## config.mk

```make
export PLATFORM = sky130hd
export DESIGN_NAME = wall_scheduler
export DESIGN_NICKNAME = d
export VERILOG_FILES = /design/src/rtl/wall_scheduler.sv
export SDC_FILE = /design/constraint.sdc
export NUM_CORES = 1
export LEC_CHECK = 0
export CAP_MARGIN = 20
export CELL_PAD_IN_SITES_DETAIL_PLACEMENT = 1
export CELL_PAD_IN_SITES_GLOBAL_PLACEMENT = 1
export CORE_ASPECT_RATIO = 0.75
export CORE_UTILIZATION = 43
export DETAILED_ROUTE_END_ITERATION = 16
export PLACE_DENSITY_LB_ADDON = 0.25
export SETUP_SLACK_MARGIN = 0.05
export SKIP_CTS_REPAIR_TIMING = 1
export SYNTH_ARGS = -nofsm -noshare
export SYNTH_HDL_FRONTEND = slang
export SYNTH_SLANG_ARGS = --single-unit
export TNS_END_PERCENT = 100
```

## constraint.sdc

```tcl
create_clock -name Clk -period 2.4 [get_ports Clk]
set_input_delay 0.36 -clock Clk [delete_from_list [all_inputs] [get_ports Clk]]
set_output_delay 0.36 -clock Clk [all_outputs]
set_load 0.02 [all_outputs]
```

## src/rtl/wall_scheduler.sv

```systemverilog
// Wall layout scheduler: LFSR-driven candidate generation, range/overlap screening,
// shadow bank committed on a frame boundary. Optional overlap test: WALL_OVERLAP_CHECK_EN.
module wall_scheduler #(
    parameter logic [9:0] MAX_X = 10'd575,
    parameter logic [9:0] MAX_Y = 10'd415
) (
    input  logic       Clk,
    input  logic       Reset,
    input  logic       frame_clk,
    input  logic       Start,
    input  logic [9:0] SW,
    output logic       Busy,
    output logic       Done,
    output logic [9:0] X1,
    output logic [9:0] Y1,
    output logic [9:0] X2,
    output logic [9:0] Y2,
    output logic [9:0] X3,
    output logic [9:0] Y3,
    output logic [9:0] X4,
    output logic [9:0] Y4
);

    localparam logic [2:0] IDLE    = 3'd0;
    localparam logic [2:0] GEN     = 3'd1;
    localparam logic [2:0] CHECK   = 3'd2;
    localparam logic [2:0] WAIT_VS = 3'd3;
    localparam logic [2:0] COMMIT  = 3'd4;

    logic [2:0]  state;
    logic [15:0] lfsr;
    logic [1:0]  idx;
    logic        frame_q;
    logic [9:0]  sh_x [4];
    logic [9:0]  sh_y [4];

    logic [9:0]  cx, cy;
    logic        in_range;
    logic        frame_rise;
    logic        reject_overlap;

    function automatic logic [15:0] lfsr_next(input logic [15:0] l);
        return {l[14:0], l[15] ^ l[13] ^ l[12] ^ l[10]};
    endfunction

    assign cx         = lfsr[9:0];
    assign cy         = lfsr[15:6];
    assign in_range   = (cx <= MAX_X) && (cy <= MAX_Y);
    // A sampled rising edge is only acted on in the following cycle, so one seen during CHECK is lost.
    assign frame_rise = frame_clk & ~frame_q;

`ifdef WALL_OVERLAP_CHECK_EN
    localparam logic [9:0] SPAN      = 10'd64;
    localparam logic [3:0] RETRY_MAX = 4'd15;

    logic [3:0] retries;
    logic       overlap;

    function automatic logic [9:0] abs_diff(input logic [9:0] a, input logic [9:0] b);
        return (a >= b) ? (a - b) : (b - a);
    endfunction

    always_comb begin
        overlap = 1'b0;
        for (int k = 0; k < 3; k++) begin
            if (k < int'(idx) &&
                abs_diff(cx, sh_x[k]) < SPAN && abs_diff(cy, sh_y[k]) < SPAN)
                overlap = 1'b1;
        end
    end

    assign reject_overlap = overlap && (retries < RETRY_MAX);
`else
    assign reject_overlap = 1'b0;
`endif

    always_ff @(posedge Clk or negedge Reset) begin
        if (!Reset) begin
            state   <= IDLE;
            lfsr    <= 16'hB400;
            idx     <= 2'd0;
            frame_q <= 1'b0;
            Busy    <= 1'b0;
            Done    <= 1'b0;
            for (int i = 0; i < 4; i++) begin
                sh_x[i] <= 10'd0;
                sh_y[i] <= 10'd0;
            end
            X1 <= 10'd10;  Y1 <= 10'd20;
            X2 <= 10'd400; Y2 <= 10'd200;
            X3 <= 10'd320; Y3 <= 10'd240;
            X4 <= 10'd560; Y4 <= 10'd400;
`ifdef WALL_OVERLAP_CHECK_EN
            retries <= 4'd0;
`endif
        end else begin
            frame_q <= frame_clk;
            Done    <= 1'b0;
            case (state)
                IDLE: begin
                    if (Start) begin
                        lfsr  <= {6'b101101, SW};
                        idx   <= 2'd0;
                        Busy  <= 1'b1;
                        state <= GEN;
`ifdef WALL_OVERLAP_CHECK_EN
                        retries <= 4'd0;
`endif
                    end
                end
                GEN: begin
                    lfsr  <= lfsr_next(lfsr);
                    state <= CHECK;
                end
                CHECK: begin
                    if (!in_range) begin
                        state <= GEN;
                    end else if (reject_overlap) begin
`ifdef WALL_OVERLAP_CHECK_EN
                        retries <= retries + 4'd1;
`endif
                        state <= GEN;
                    end else begin
                        sh_x[idx] <= cx;
                        sh_y[idx] <= cy;
`ifdef WALL_OVERLAP_CHECK_EN
                        retries <= 4'd0;
`endif
                        if (idx == 2'd3) begin
                            state <= WAIT_VS;
                        end else begin
                            idx   <= idx + 2'd1;
                            state <= GEN;
                        end
                    end
                end
                WAIT_VS: begin
                    if (frame_rise)
                        state <= COMMIT;
                end
                COMMIT: begin
                    X1 <= sh_x[0]; Y1 <= sh_y[0];
                    X2 <= sh_x[1]; Y2 <= sh_y[1];
                    X3 <= sh_x[2]; Y3 <= sh_y[2];
                    X4 <= sh_x[3]; Y4 <= sh_y[3];
                    Done  <= 1'b1;
                    Busy  <= 1'b0;
                    state <= IDLE;
                end
                default: state <= IDLE;
            endcase
        end
    end

endmodule

```

* Word level (Yosys, flattened, before mapping)
Cells that the tools add are included.
** Operators by class
- Reductions and logical operators :: 11
- Equality and inequality tests :: 9
- Order comparisons :: 4
- Muxes and demuxes :: 18
- Bitwise gates (word level) :: 6
- $add $sub $neg :: 1
** Operators by type and width (count)
- bitwise mux 40 bit :: 2
- one-hot mux 16 bit (2 select lines) :: 1
- demux 10 bit (select 2 bit) :: 1
- two-way mux 16 bit :: 1
- one-hot mux 3 bit (4 select lines) :: 1
- <= comparator 10 bit (second input constant) :: 1
- <= comparator 10 x 9 -> 1 bit (second input constant) :: 1
- two-way mux 10 bit :: 1
- two-way mux 2 bit :: 5
- inequality test 2 bit (second input constant) :: 4
- AND reduction 2 bit :: 4
- == test 3 x 2 -> 1 bit (second input constant) :: 2
- two-way mux 3 bit :: 2
- nonzero test 2 bit :: 3
- one-hot mux 2 bit (2 select lines) :: 1
- AND reduction 4 bit :: 1
- == test 3 x 1 -> 1 bit (second input constant) :: 1
- == test 3 bit (second input constant) :: 1
- greater-or-equal comparator 3 bit (second input constant) :: 1
- zero test 3 bit :: 1
- < comparator 3 x 1 -> 1 bit (second input constant) :: 1
- inverter 2 -> 3 bit :: 1
- XOR 1 bit :: 3
- adder 2 x 1 -> 2 bit (second input constant) :: 1
- 6 further kinds :: 8
** Storage, ports and cells
- Flip-flop bits (word level) :: 184
- Input bits :: 14

* Logic depth before layout (Yosys ltp)
- Depth in word-level cells :: 6
- Mapped depth :: 7

* Least setup slack after synthesis
No wires, ideal clock.
- Path kind :: register to register
- Start point :: register lfsr[8]
- End point :: register sh_x[1] (netlist bit)
- Setup time :: 125 ps
- Arrival time :: 1961 ps
- Path buffers :: 1
- Setup slack :: 314 ps
- Stages on the path, launching flop included :: 6
- Data required time :: 2275 ps
- Cell sequence :: dfrtp_1 o31a_1 nor4_4 nand2_4 buf_6 mux2_4
** Between the ends
- Cells in the longest elaborated chain, start to end :: 3
- Elaborated cells on any way between the ends :: 4
- Those cells by class :: order compare (2); reduce/logical (2)
** RTL lines
- start: declaration :: RTL line 31 : logic [15:0] lfsr;
- start signal: assignment :: RTL line 102 : lfsr <= {6'b101101, SW};
- start signal: assignment :: RTL line 112 : lfsr <= lfsr_next(lfsr);
- <= comparator 10 bit / <= comparator 10 x 9 -> 1 bit (equally long branches) :: RTL line 48 : assign in_range = (cx <= MAX_X) && (cy <= MAX_Y);
- logical AND 1 bit (*) :: RTL line 48
- AND reduction 2 bit (no source line) (*)
- end signal: indexed assignment :: RTL line 86 : sh_x[i] <= 10'd0;
- end signal: indexed assignment :: RTL line 124 : sh_x[idx] <= cx;
- end: declaration :: RTL line 34 : logic [9:0] sh_x [4];
Mark *: on every way between the ends. The rest lies on a longest branch, timed or not.
A chain may end at the register's enable or synchronous reset.

* Worst setup path in the final report
- Start point :: register state[0]
- End point :: register sh_y[36] (netlist bit)
** Between the ends
- Cells in the longest elaborated chain, start to end :: 2
** RTL lines
- start: declaration :: RTL line 30 : logic [2:0] state;
- start signal: assignment :: RTL line 79 : state <= IDLE;
- start signal: assignment :: RTL line 105 : state <= GEN;
- start signal: assignment :: RTL line 113 : state <= CHECK;
- == test 3 x 2 -> 1 bit :: RTL line 99 : case (state)
- AND reduction 2 bit (no source line)
- end signal: indexed assignment :: RTL line 125 : sh_y[idx] <= cy;
- end: declaration :: RTL line 35 : logic [9:0] sh_y [4];
No other way between the ends.

==> flow_metrics.tcl <==
set metrics [dict create \
    synthAdderAreaFrac 0.00785 \
    gp_congestion 0.735 \
    cp-end-kind "flip-flop" \
    final_area_sq_um 8120 \
    coreArea_sq_um 14500 \
    cts_buffer_depth 2 \
    worst-path-buf-inv 1 \
    path_cells "or3b_4, nor4_4, buf_4, nand2_4, mux2_4" \
    drtAntennaViolNets 0 \
    min_path_type "primary input to asynchronous set/reset pin" \
    status "finished clean" \
    final_nets 651 \
    grt_pass1_vias 4578 \
    grt_pass1_wl_um 25400 \
    portBuffers 95 \
    final_max_slew_viol_count 0 \
    final_hold_viol_count 0 \
    ys_warn_count 0 \
    gr-total-overflow 0 \
    dieHeight_um 107 \
    crit_type "flip-flop to flip-flop" \
    die_w_um 143 \
    clock_latency_ns 0.42 \
    nFillCells 1509 \
    dr_wl_met3_um 487 \
    dpl_cell_area_sq_um 7520 \
    synth_nets 557 \
    start_kind "flip-flop" \
    path_max_fanout 16 \
    setup_viol 0 \
    num_rows 38 \
    initial_core_util 0.441 \
    syn-instance-count 539 \
    grtUsageTotal 0.223 \
    critPathSlowestCell "dfrtp_1" \
    skew_ns 0.00869 \
    die_area_sq_um 15300 \
    drc 0 \
    synth_mux_area_frac 0.142 \
    synth-simple-area-share 0.159 \
    met2_length_um 7480 \
    wl_met1_um 7280 \
    min_period_over_period 0.888 \
    top_layer "met4" \
    cts-htree-levels 4 \
    fin_ws_ns 0.268 \
    wirelength_um 15400 \
    area_delta_synth_final_pct 27.4 \
    top_level_ports 96 \
    power_density_nw_per_um2 1060 \
    synth_top_family_by_area "simple AND/OR/NAND/NOR gates" \
    synth.distinct_cells 38 \
    pre_cts_slack_ns 0.285 \
    cts_tree "built" \
    synth.avg_cell_area_sq_um 11.8 \
    vias 4170 \
    vdd_drop_max_mv 0.464 \
    max_cap_violations 0 \
    rsz0062_at_grt "false" \
    fin_util 0.562 \
    hpwlAfterDp_um 9980 \
    ys_ff_latch 159 \
    critPathTopFamily "simple AND/OR/NAND/NOR gates" \
    avgRoutedWirePerCell_um 18.2 \
    tightest_slew_ns 0.562 \
    drt-pass1-iter-count 5 \
    multi_input_area_sq_um 2170 \
    final_layout_size_suffix_gt1_frac 0.217 \
    num_antenna_cells 0 \
    synth-seq-area-share 0.629 \
    cts_buffers 17 \
    netlist_area_sq_um 6370 \
    relSlewSlack 0.624 \
    via_per_inst 4.93 \
    synth_compound_area_frac 0.0269 \
    grt_max_degree 66 \
    clk_pin_slew_worst_paths_ns 0.06 \
    antenna_found_initial 0 \
    worstPathArrival_ns 2.43 \
    min_period_ns 2.13 \
    sequential_cell_area_sq_um 4010 \
    cts_sinks 159 \
    fmax_mhz 469 \
    worstPathRequired_ns 2.70 \
    p_leak_uw 0.00408 \
    clock-root-buffer "clkbuf_16" \
    drtIter0Drc 182 \
    fin_tns_setup_ns 0 \
    critPathMaxStageDelay_ns 0.47 \
    synthXorXnorAreaFrac 0.00412 \
]
## synth_stat cells (all sizes together)
library cell	number	area [sq um]
o21ai	12	60.1
xor2	1	8.76
a211oi	1	7.51
dfrtp	133	3330
buf	16	125
and3b	2	17.5
a32o	1	10.0
inv	3	11.3
or3b	1	11.3
a21bo	1	10.0
mux2	60	807
o22a	4	35.0
o211a	1	10.0
dfstp	26	683
clkbuf	16	60.1
or2b	1	7.51
nor2	4	15.0
a21o	1	7.51
a22o	2	17.5
or2	1	6.26
nor3	2	10.0
nand2	221	860
ha	4	50.1
nor4	1	21.3
o31a	1	8.76
nand3b	1	7.51
and2	4	25.0
mux2i	10	100
nor2b	1	6.26
nand3	1	5.00
xnor2	2	17.5
nand2b	3	18.8
a21oi	1	5.00
## layout by cell type (no fill, tap or decap), types with 2 or more instances in the layout
cell	synthesis	final
a22o_1	2	2
and2_1	4	4
and3b_1	2	2
buf_12	0	3
buf_4	9	8
bufinv_16	0	2
clkbuf_16	0	17
clkbuf_8	0	4
clkdlybuf4s50_1	0	94
clkinv_2	0	4
clkinvlp_4	0	4
dfrtp_1	133	133
dfstp_2	26	26
ha_1	4	4
inv_1	3	2
mux2_2	25	25
mux2_4	35	35
mux2i_1	10	10
nand2_1	217	216
nand2_4	4	4
nand2b_1	3	3
nor2_1	4	4
o21ai_0	12	12
o22a_1	4	4
xnor2_1	2	2
## state kept, by name, indices dropped and copies added, names as in the netlist, 10 cells and up
signal	count
X2	10
X4	10
lfsr	16
sh_x	36
sh_y	28
## per-layer routing
| metal | track usage | up-vias |
|---|---|---|
| met5 | 0 | - |
| met4 | 0.0484 | 0 |
| met3 | 0.0556 | 11 |
| met2 | 0.360 | 78 |
| met1 | 0.305 | 2170 |
| li1 | - | 1911 |
## path summary, 6_finish.rpt
path / start / endpoint / slack, ns / cells past startpoint
min: Reset / sh_x[18] / 0.44 / 2
min in group Clk: X4[5] / X4[5] / 0.46 / 2
max reg2reg: state[0] / sh_y[36] / 0.27 / 5
max in group asynchronous: Reset / lfsr[15] / 1.21 / 3
max: state[0] / sh_y[36] / 0.27 / 5
min reg2reg: X4[5] / X4[5] / 0.46 / 2
## cell type report
class | count | area share
well taps | 200 | 0.0308
clock inverters | 10 | 0.0136
inverters | 3 | 0.00139
repair buffers | 107 | 0.133
multi-input cells | 345 | 0.268
flip-flops and latches | 159 | 0.494
clock buffers | 22 | 0.0596
## power by group
| part | internal (uW) | leakage (uW) | switching [uW] |
|---|---|---|---|
| Combinational | 1010 | 0.00174 | 1000 |
| Clock | 1630 | 0.000284 | 1070 |
| Sequential | 3290 | 0.00206 | 593 |
| Total | 5940 | 0.00408 | 2660 |
## per-stage QoR
step	hold WS (ns)	instances	total power, uW
final	0.443	846	8600
after global routing	0.469	846	9040
after CTS	-0.129	845	8690
after detailed placement	0.320	813	5930
after global placement	0.314	813	5780
after floorplan	0.0644	539	4980
## cell families after synthesis
group / count (synthesis)
AO/OA/AOI/OAI: 25
flip-flops: 159
AND/OR/NAND/NOR: 243
adder cells (fa/ha/maj): 4
buffers and inverters: 35
multiplexers: 70
XOR/XNOR: 3
(Power assumes the default switching activity.)
